## src/rtl/operand_loader_pkg.sv

```systemverilog
// Shared types and constants for the operand pair loader: collection FSM states,
// default sizing, and the bit positions of A and B inside a packed pair.
package operand_loader_pkg;

    typedef enum logic {
        WAIT_A = 1'b0,
        WAIT_B = 1'b1
    } state_t;

    localparam int NIB_W_DEF = 4;
    localparam int DEPTH_DEF = 2;
    localparam int CNT_W_DEF = 8;

    // A sits in the upper half of the pair, B in the lower half.
    localparam int PAIR_A_MSB_DEF = 2*NIB_W_DEF - 1;
    localparam int PAIR_A_LSB_DEF = NIB_W_DEF;
    localparam int PAIR_B_MSB_DEF = NIB_W_DEF - 1;
    localparam int PAIR_B_LSB_DEF = 0;

    function automatic int pair_a_lsb(input int nib_w);
        return nib_w;
    endfunction

    function automatic int pair_a_msb(input int nib_w);
        return 2*nib_w - 1;
    endfunction

    function automatic int pair_b_msb(input int nib_w);
        return nib_w - 1;
    endfunction

endpackage

```

## src/rtl/pair_fifo.sv

```systemverilog
// First-word-fall-through FIFO: head entry visible combinationally, 1-cycle push-to-visible.
// Push while full and pop while empty are dropped; caller gates push with o_full.
module pair_fifo #(
    parameter  int W     = 8,
    parameter  int DEPTH = 2,
    localparam int AW    = $clog2(DEPTH)
) (
    input  logic          clk,
    input  logic          reset,
    input  logic          i_push,
    input  logic [W-1:0]  i_push_dat,
    input  logic          i_pop,
    output logic [W-1:0]  o_head_dat,
    output logic          o_full,
    output logic          o_empty,
    output logic [AW:0]   o_level
);

    localparam logic [AW:0] LVL_FULL = (AW+1)'(DEPTH);

    logic [W-1:0]  r_mem [DEPTH];
    logic [AW-1:0] r_wptr;
    logic [AW-1:0] r_rptr;
    logic [AW:0]   r_level;
    logic          w_do_push;
    logic          w_do_pop;

    assign o_full    = (r_level == LVL_FULL);
    assign o_empty   = (r_level == '0);
    assign o_level   = r_level;
    assign w_do_push = i_push && !o_full;
    assign w_do_pop  = i_pop && !o_empty;

    // Pointers are log2(DEPTH) wide, so natural overflow wraps them modulo DEPTH.
    always_ff @(posedge clk) begin
        if (reset) begin
            r_wptr  <= '0;
            r_rptr  <= '0;
            r_level <= '0;
        end else begin
            if (w_do_push) begin
                r_wptr <= r_wptr + 1'b1;
            end
            if (w_do_pop) begin
                r_rptr <= r_rptr + 1'b1;
            end
            if (w_do_push && !w_do_pop) begin
                r_level <= r_level + 1'b1;
            end else if (!w_do_push && w_do_pop) begin
                r_level <= r_level - 1'b1;
            end
        end
    end

    always_ff @(posedge clk) begin
        if (w_do_push) begin
            r_mem[r_wptr] <= i_push_dat;
        end
    end

    assign o_head_dat = o_empty ? '0 : r_mem[r_rptr];

endmodule

```

## src/rtl/operand_pair_loader.sv

```systemverilog
// Pairs serial A/B nibbles into {A,B} and queues them; pair visible 1 cycle after the B transfer.
// in_ready drops only while waiting for B with the FIFO full; no combinational path from out_ready.
module operand_pair_loader
    import operand_loader_pkg::*;
#(
    parameter  int NIB_W = NIB_W_DEF,
    parameter  int DEPTH = DEPTH_DEF,
    parameter  int CNT_W = CNT_W_DEF,
    localparam int LVL_W = $clog2(DEPTH) + 1
) (
    input  logic                 clk,
    input  logic                 reset,
    input  logic                 in_valid,
    output logic                 in_ready,
    input  logic [NIB_W-1:0]     in_nibble,
    input  logic                 abort,
    output logic                 out_valid,
    input  logic                 out_ready,
    output logic [2*NIB_W-1:0]   out_pair,
    output logic [CNT_W-1:0]     pair_count,
    output logic [LVL_W-1:0]     level
);

    localparam int A_MSB = pair_a_msb(NIB_W);
    localparam int A_LSB = pair_a_lsb(NIB_W);
    localparam int B_MSB = pair_b_msb(NIB_W);

    state_t               r_state;
    state_t               w_state_nxt;
    logic [NIB_W-1:0]     r_a;
    logic [NIB_W-1:0]     w_a_nxt;
    logic [CNT_W-1:0]     r_pair_count;
    logic                 w_push;
    logic [2*NIB_W-1:0]   w_push_dat;
    logic                 w_full;
    logic                 w_empty;
    logic                 w_out_xfer;

    always_ff @(posedge clk) begin
        if (reset) begin
            r_state <= WAIT_A;
            r_a     <= '0;
        end else begin
            r_state <= w_state_nxt;
            r_a     <= w_a_nxt;
        end
    end

    // Abort wins over a B transfer in the same cycle; in WAIT_A it is simply ignored.
    always_comb begin
        w_state_nxt = r_state;
        w_a_nxt     = r_a;
        w_push      = 1'b0;
        in_ready    = 1'b1;
        case (r_state)
            WAIT_A: begin
                in_ready = 1'b1;
                if (in_valid) begin
                    w_a_nxt     = in_nibble;
                    w_state_nxt = WAIT_B;
                end
            end
            WAIT_B: begin
                in_ready = !w_full;
                if (abort) begin
                    w_a_nxt     = '0;
                    w_state_nxt = WAIT_A;
                end else if (in_valid && !w_full) begin
                    w_push      = 1'b1;
                    w_state_nxt = WAIT_A;
                end
            end
            default: begin
                w_state_nxt = WAIT_A;
            end
        endcase
    end

    always_comb begin
        w_push_dat              = '0;
        w_push_dat[A_MSB:A_LSB] = r_a;
        w_push_dat[B_MSB:0]     = in_nibble;
    end

    pair_fifo #(
        .W     (2*NIB_W),
        .DEPTH (DEPTH)
    ) u_pair_fifo (
        .clk        (clk),
        .reset      (reset),
        .i_push     (w_push),
        .i_push_dat (w_push_dat),
        .i_pop      (out_ready),
        .o_head_dat (out_pair),
        .o_full     (w_full),
        .o_empty    (w_empty),
        .o_level    (level)
    );

    assign out_valid  = !w_empty;
    assign w_out_xfer = out_valid && out_ready;

    always_ff @(posedge clk) begin
        if (reset) begin
            r_pair_count <= '0;
        end else if (w_out_xfer) begin
            r_pair_count <= r_pair_count + 1'b1;
        end
    end

    assign pair_count = r_pair_count;

endmodule

```

## config.mk

```make
export PLATFORM = sky130hd
export DESIGN_NAME = operand_pair_loader
export DESIGN_NICKNAME = d
export VERILOG_FILES = /design/src/rtl/operand_loader_pkg.sv /design/src/rtl/pair_fifo.sv /design/src/rtl/operand_pair_loader.sv
export SDC_FILE = /design/constraint.sdc
export NUM_CORES = 1
export LEC_CHECK = 0
export CAP_MARGIN = 20
export CORE_ASPECT_RATIO = 0.6
export CORE_UTILIZATION = 53
export CTS_CLUSTER_DIAMETER = 40
export DETAILED_ROUTE_END_ITERATION = 8
export DONT_BUFFER_PORTS = 1
export GPL_TIMING_DRIVEN = 1
export PLACE_DENSITY = 0.79
export SYNTH_ARGS = -nofsm -noshare
export SYNTH_HDL_FRONTEND = slang
export SYNTH_SLANG_ARGS = --single-unit
```

## constraint.sdc

```tcl
create_clock -name clk -period 2.07 [get_ports clk]
set_input_delay 0.207 -clock clk [delete_from_list [all_inputs] [get_ports clk]]
set_output_delay 0.207 -clock clk [all_outputs]
set_load 0.005 [all_outputs]
```

* Word level (Yosys, flattened, before mapping)
Memories as Yosys holds them, arrays and structs flattened. A register that Yosys moved wholly into a read port is not among the register bits.
Cells that the tools add are included.
** Cells by class
- Multiplexer cells :: 18
- Bitwise gates (word level) :: 1
- Reduce and logical (&&, ||, !) cells :: 12
- Eq/ne operators :: 3
- $add $sub $neg :: 5
** Operator list (count)
- $mux W1 :: 10
- $add A8 B1 Y8 const B :: 1
- $mux W4 :: 2
- $mux W8 :: 1
- $pmux W4 S2 :: 1
- $logic_and A1 B1 Y1 :: 5
- $logic_not A1 Y1 :: 4
- $mux W2 :: 2
- $ne A2 B2 Y1 const B :: 2
- $pmux W1 S2 :: 2
- $add A1 B1 Y1 const B :: 2
- $add A2 B1 Y2 const B :: 1
- $eq A2 B2 Y1 const B :: 1
- $logic_not A2 Y1 :: 1
- $reduce_and A2 Y1 :: 1
- $reduce_bool A2 Y1 :: 1
- $sub A2 B1 Y2 const B :: 1
- $not A1 Y1 :: 1
** Word-level totals
- Input port bits :: 9
- Word-level logic and storage cells :: 46
- Output and inout port bits :: 20
- Bits in registers :: 17
- Memories kept :: 1
- Memory bits (writable) :: 16
** Memories
- u_pair_fifo.r_mem :: words 2, width 8, rd ports 1, clocked after Yosys merged registers in 1, write ports 1, line pair_fifo.sv:21 : logic [W-1:0] r_mem [DEPTH];

* Longest topological paths before layout
- Depth in word-level cells :: 11
- Mapped depth :: 8
- Depth with buffers taken out :: 7

* Modules after synthesis
From an unflattened synthesis, not the netlist that was laid out.
** Unflattened totals
- Cells, all modules :: 120
- Area total of the unflattened synthesis :: 1387.6 µm²
** By module, submodules not included
- pair_fifo :: cells each 58, times used 1, area an instance 813.3 µm²
- operand_pair_loader :: cells each 62, times used 1, area an instance 574.3 µm²

* Least setup slack after synthesis
No wires, ideal clock.
- Kind :: reg2reg
- Start :: reg u_pair_fifo.r_level[1], in the netlist u_pair_fifo.o_level[1]
- End :: reg u_pair_fifo.r_level[1], in the netlist u_pair_fifo.o_level[1]
- Path slack :: 0.467 ns
- Cell stages (with the launch flop) :: 6
- Path buffers :: 1
- Data required time :: 2.000 ns
- Arrival :: 1.533 ns
- Library setup time :: 0.070 ns
- Clock period less this slack :: 1.603 ns
- Path through :: dfxtp_1 -> buf_4 -> o21ai_1 -> ha_1 -> or3_1 -> a21oi_1
** Between the ends
- Longest elaborated chain between the ends :: 10
** RTL lines
- from (decl) :: line pair_fifo.sv:24 : logic [AW:0] r_level;
- from (signal assigned) :: line pair_fifo.sv:48 : r_level <= r_level + 1'b1;
- from (signal assigned) :: line pair_fifo.sv:50 : r_level <= r_level - 1'b1;
- $eq A2 B2 Y1 :: line pair_fifo.sv:28 : assign o_full = (r_level == LVL_FULL);
- $logic_not A1 Y1 :: line pair_fifo.sv:31, operand_pair_loader.sv:68
- $logic_and A1 B1 Y1 :: line operand_pair_loader.sv:68 : end else if (in_valid && !w_full) begin
- $mux W1 :: line operand_pair_loader.sv:68
- $mux W1 :: line operand_pair_loader.sv:65 : if (abort) begin
- $mux W1 :: line operand_pair_loader.sv:55 : case (r_state)
- $logic_and A1 B1 Y1 :: line pair_fifo.sv:31 : assign w_do_push = i_push && !o_full;
- $logic_not A1 Y1 :: line pair_fifo.sv:49 : end else if (!w_do_push && w_do_pop) begin
- $logic_and A1 B1 Y1 :: line pair_fifo.sv:49
- $reduce_bool A2 Y1 (no source line)
Parallel ways exist; a longest one is shown, timed or not. The select of a mux whose other input is x is not followed.
A chain may end at the register's enable or synchronous reset.

* Worst setup path in the final report
- Start :: reg u_pair_fifo.r_level[0], in the netlist u_pair_fifo.o_level[0]
- End :: reg u_pair_fifo.r_level[1], in the netlist u_pair_fifo.o_level[1]
** Between the ends
- Longest elaborated chain between the ends :: 10
** RTL lines
- $eq A2 B2 Y1 (*) :: line pair_fifo.sv:28
- $logic_not A1 Y1 (*) :: line pair_fifo.sv:31, operand_pair_loader.sv:68
- $logic_and A1 B1 Y1 :: line operand_pair_loader.sv:68
- $mux W1 :: line operand_pair_loader.sv:68
- $mux W1 :: line operand_pair_loader.sv:65
- $mux W1 :: line operand_pair_loader.sv:55
- $logic_and A1 B1 Y1 (*) :: line pair_fifo.sv:31
- via u_pair_fifo.w_do_push :: line pair_fifo.sv:25 : logic w_do_push;
- $logic_not A1 Y1 :: line pair_fifo.sv:49
- $logic_and A1 B1 Y1 :: line pair_fifo.sv:49
- $reduce_bool A2 Y1 (no source line)
The timed path passes the listed nets; every way through them passes the cells marked *. The select of a mux whose other input is x is not followed.

==> flow_metrics.tcl <==
set metrics [dict create \
    wl_per_cell_um 16.8 \
    clk_pin_slew_ns 0.07 \
    synthCells 122 \
    cp-start-kind "register" \
    rsz0062_at_grt "false" \
    p_leak_nw 0.557 \
    synth_top_family_by_area "simple AND/OR/NAND/NOR gates" \
    ios 29 \
    critPathRequiredTime_ns 2.29 \
    ant_nets 0 \
    post_cts_buffers 0 \
    met1_usage 0.277 \
    vias 912 \
    hpwl_um 1890 \
    cts_root_buf "clkbuf_8" \
    status "completed" \
    first_iter_violations 46 \
    fin_crit_ns 1.78 \
    placeableCoreArea_um2 2330 \
    wl_um 2660 \
    die_area_um2 2860 \
    relSlewSlack 0.579 \
    syn_area_um2 1400 \
    skew_ns 0.00684 \
    antenna_found_initial 0 \
    holdCritPathClass "in2reg" \
    slew_violations 0 \
    synthXorXnorAreaFrac 0.0313 \
    cts-resized-gates 0 \
    crit_fanout 9 \
    layout-drive-gt1-share 0.0938 \
    cts_tree "done" \
    viasPerCell 5.77 \
    design_area_um2 1520 \
    synth_seq_cells 34 \
    initial_utilization 0.601 \
    max_cap_violations 0 \
    worst-setup-path-type "reg2reg" \
    vdd_drop_max_mv 0.506 \
    synth_fa_ha_area_frac 0.0179 \
    clock_tree.buffer_depth 2 \
    core.rowCount 13 \
    cts_buffers 5 \
    yosys-mux-area-fraction 0.0903 \
    final_hold_viol_count 0 \
    grt_util_all_layers 0.226 \
    synth-compound-area-share 0.0912 \
    power_mw 1.63 \
    setup_viol 0 \
    finalNetCount 138 \
    yosys.area.top_type_share 0.343 \
    avgSynthCellArea_um2 11.5 \
    use_met3 0.118 \
    async_flop_share 0 \
    yosysTopAreaCell "edfxtp_1" \
    ys_types 28 \
    synth_edf_count 16 \
    dpl_cell_area_um2 1430 \
    chipHeight_um 41.8 \
    seq_area_frac_synth 0.601 \
    top_usage_layer "met2" \
    grt.met2_usage 0.324 \
    synth_warnings 0 \
    end_kind "register" \
    num_antenna_cells 0 \
    cp.arrival_ns 2.00 \
    yosys.area_share.simple 0.136 \
    cts_sinks 34 \
    synth_ff_type "dfxtp_1" \
    fmax_mhz 561 \
    setup_tns_ns 0 \
    ys_top_cells_by_area "edfxtp_1, dfxtp_1, mux2i_1, nor2_1, xor2_1" \
    hold_slack_ns 0.0112 \
    clock_latency_ns 0.29 \
    syn2layout_area_growth_pct 8.32 \
    die_w_um 68.3 \
    overflow 0 \
    grt_max_degree 16 \
    grt_pass1_vias 929 \
    powerDensity_nw_per_um2 1080 \
    worst_slew_pin_slew_ns 0.629 \
    dr.pass1.iters 4 \
    drcViolationCount 0 \
    period_share 0.861 \
    gp_congestion 0.690 \
    synth_nets 133 \
    io_buffers 0 \
    htreeDepth 2 \
    grt_pass1_wl_um 4370 \
]
## cells in the mapped netlist, types with 3 or more instances
| library cell | number |
|---|---|
| nor2_1 | 24 |
| inv_1 | 5 |
| o21ai_0 | 3 |
| clkbuf_1 | 3 |
| a21oi_1 | 5 |
| a22oi_1 | 4 |
| mux2i_1 | 10 |
| nand4_1 | 3 |
| nor2b_1 | 4 |
| dfxtp_1 | 18 |
| edfxtp_1 | 16 |
| or3_1 | 3 |
| xor2_1 | 5 |
## cells by family after synthesis
logic type | Yosys count
and+or+nand+nor | 40
DFF | 34
AOI/OAI and AO/OA | 19
muxes | 12
buffers and inverters | 10
xor gates and xnor gates | 5
adders and majority gates | 2
## cell usage in the layout (no fill, tap or decap), types with 2 or more instances in the layout
| master | n |
|---|---|
| a21oi_1 | 5 |
| clkbuf_8 | 5 |
| nand2b_1 | 2 |
| a31o_2 | 2 |
| mux2i_1 | 10 |
| ha_1 | 2 |
| nor2b_1 | 4 |
| a22oi_1 | 4 |
| nor2_1 | 24 |
| clkbuf_1 | 3 |
| nand4_1 | 3 |
| inv_1 | 5 |
| or3_1 | 3 |
| edfxtp_1 | 16 |
| dfxtp_1 | 18 |
| buf_4 | 2 |
| xor2_1 | 5 |
| o21ai_0 | 3 |
## critical path, cell delays in order (launching register included)
cell and delay (ns):
dfxtp_1 0.53, nand2b_1 0.22, nand3_1 0.11, inv_1 0.07, ha_1 0.26, or3_1 0.37, a21oi_1 0.15
## report_power, final
group	switching [mW]	internal [mW]	total [mW]
combinational	0.178	0.132	0.310
sequential	0.0994	0.759	0.859
clock	0.225	0.239	0.463
total	0.502	1.13	1.63
## through the flow
step | utilization | instances | worst slack (ns)
5_1_grt | 0.651 | 158 | 0.175
2_1_floorplan | - | 122 | 0.467
6_report | 0.651 | 158 | 0.289
4_1_cts | 0.651 | 158 | 0.278
3_5_place_dp | 0.613 | 149 | 0.298
3_3_place_gp | 0.613 | 149 | 0.425
## per-layer routing
metal,vias to the layer above,part of all wire
met1,431,0.43
met2,34,0.46
li1,443,-
met3,4,0.095
met4,0,0.016
met5,-,0
## worst paths after layout
| check | slack [ns] | endpoint | depth (start not counted) | startpoint |
|---|---|---|---|---|
| hold / removal | 0.01 | u_pair_fifo.r_mem[1][3]$_DFFE_PP_ | 0 | in_nibble[3] |
| hold reg to reg | 0.46 | u_pair_fifo.r_mem[1][7]$_DFFE_PP_ | 0 | r_a[3]$_SDFFE_PP0P_ |
| setup reg to reg | 0.29 | u_pair_fifo.o_level[1]$_SDFFE_PP0P_ | 6 | u_pair_fifo.o_level[0]$_SDFFE_PP0P_ |
| setup / recovery | 0.29 | u_pair_fifo.o_level[1]$_SDFFE_PP0P_ | 6 | u_pair_fifo.o_level[0]$_SDFFE_PP0P_ |
## area by class of cell
| class | count | area [um^2] |
|---|---|---|
| Clock buffer | 8 | 80.1 |
| Fill cell | 185 | 811 |
| Inverter | 5 | 18.8 |
| Multi-Input combinational cell | 78 | 513 |
| Sequential cell | 34 | 841 |
| Tap cell | 30 | 37.5 |
| Timing Repair Buffer | 3 | 25.0 |
## timing repair
| action | 4_1_cts | 5_1_grt |
|---|---|---|
| hold buffers | 1 | 0 |
| endpoints found under the hold margin | 15 | 0 |
| setup endpoints to repair | 0 | 0 |
## state kept, by name (all words and copies together) (netlist names), named ones only
register and count:
u_pair_fifo.r_mem 16, pair_count 8, r_a 4, u_pair_fifo.o_level 2, r_state 1, u_pair_fifo.r_rptr 1, u_pair_fifo.r_wptr 1
Power figures use the tool's default switching activity.
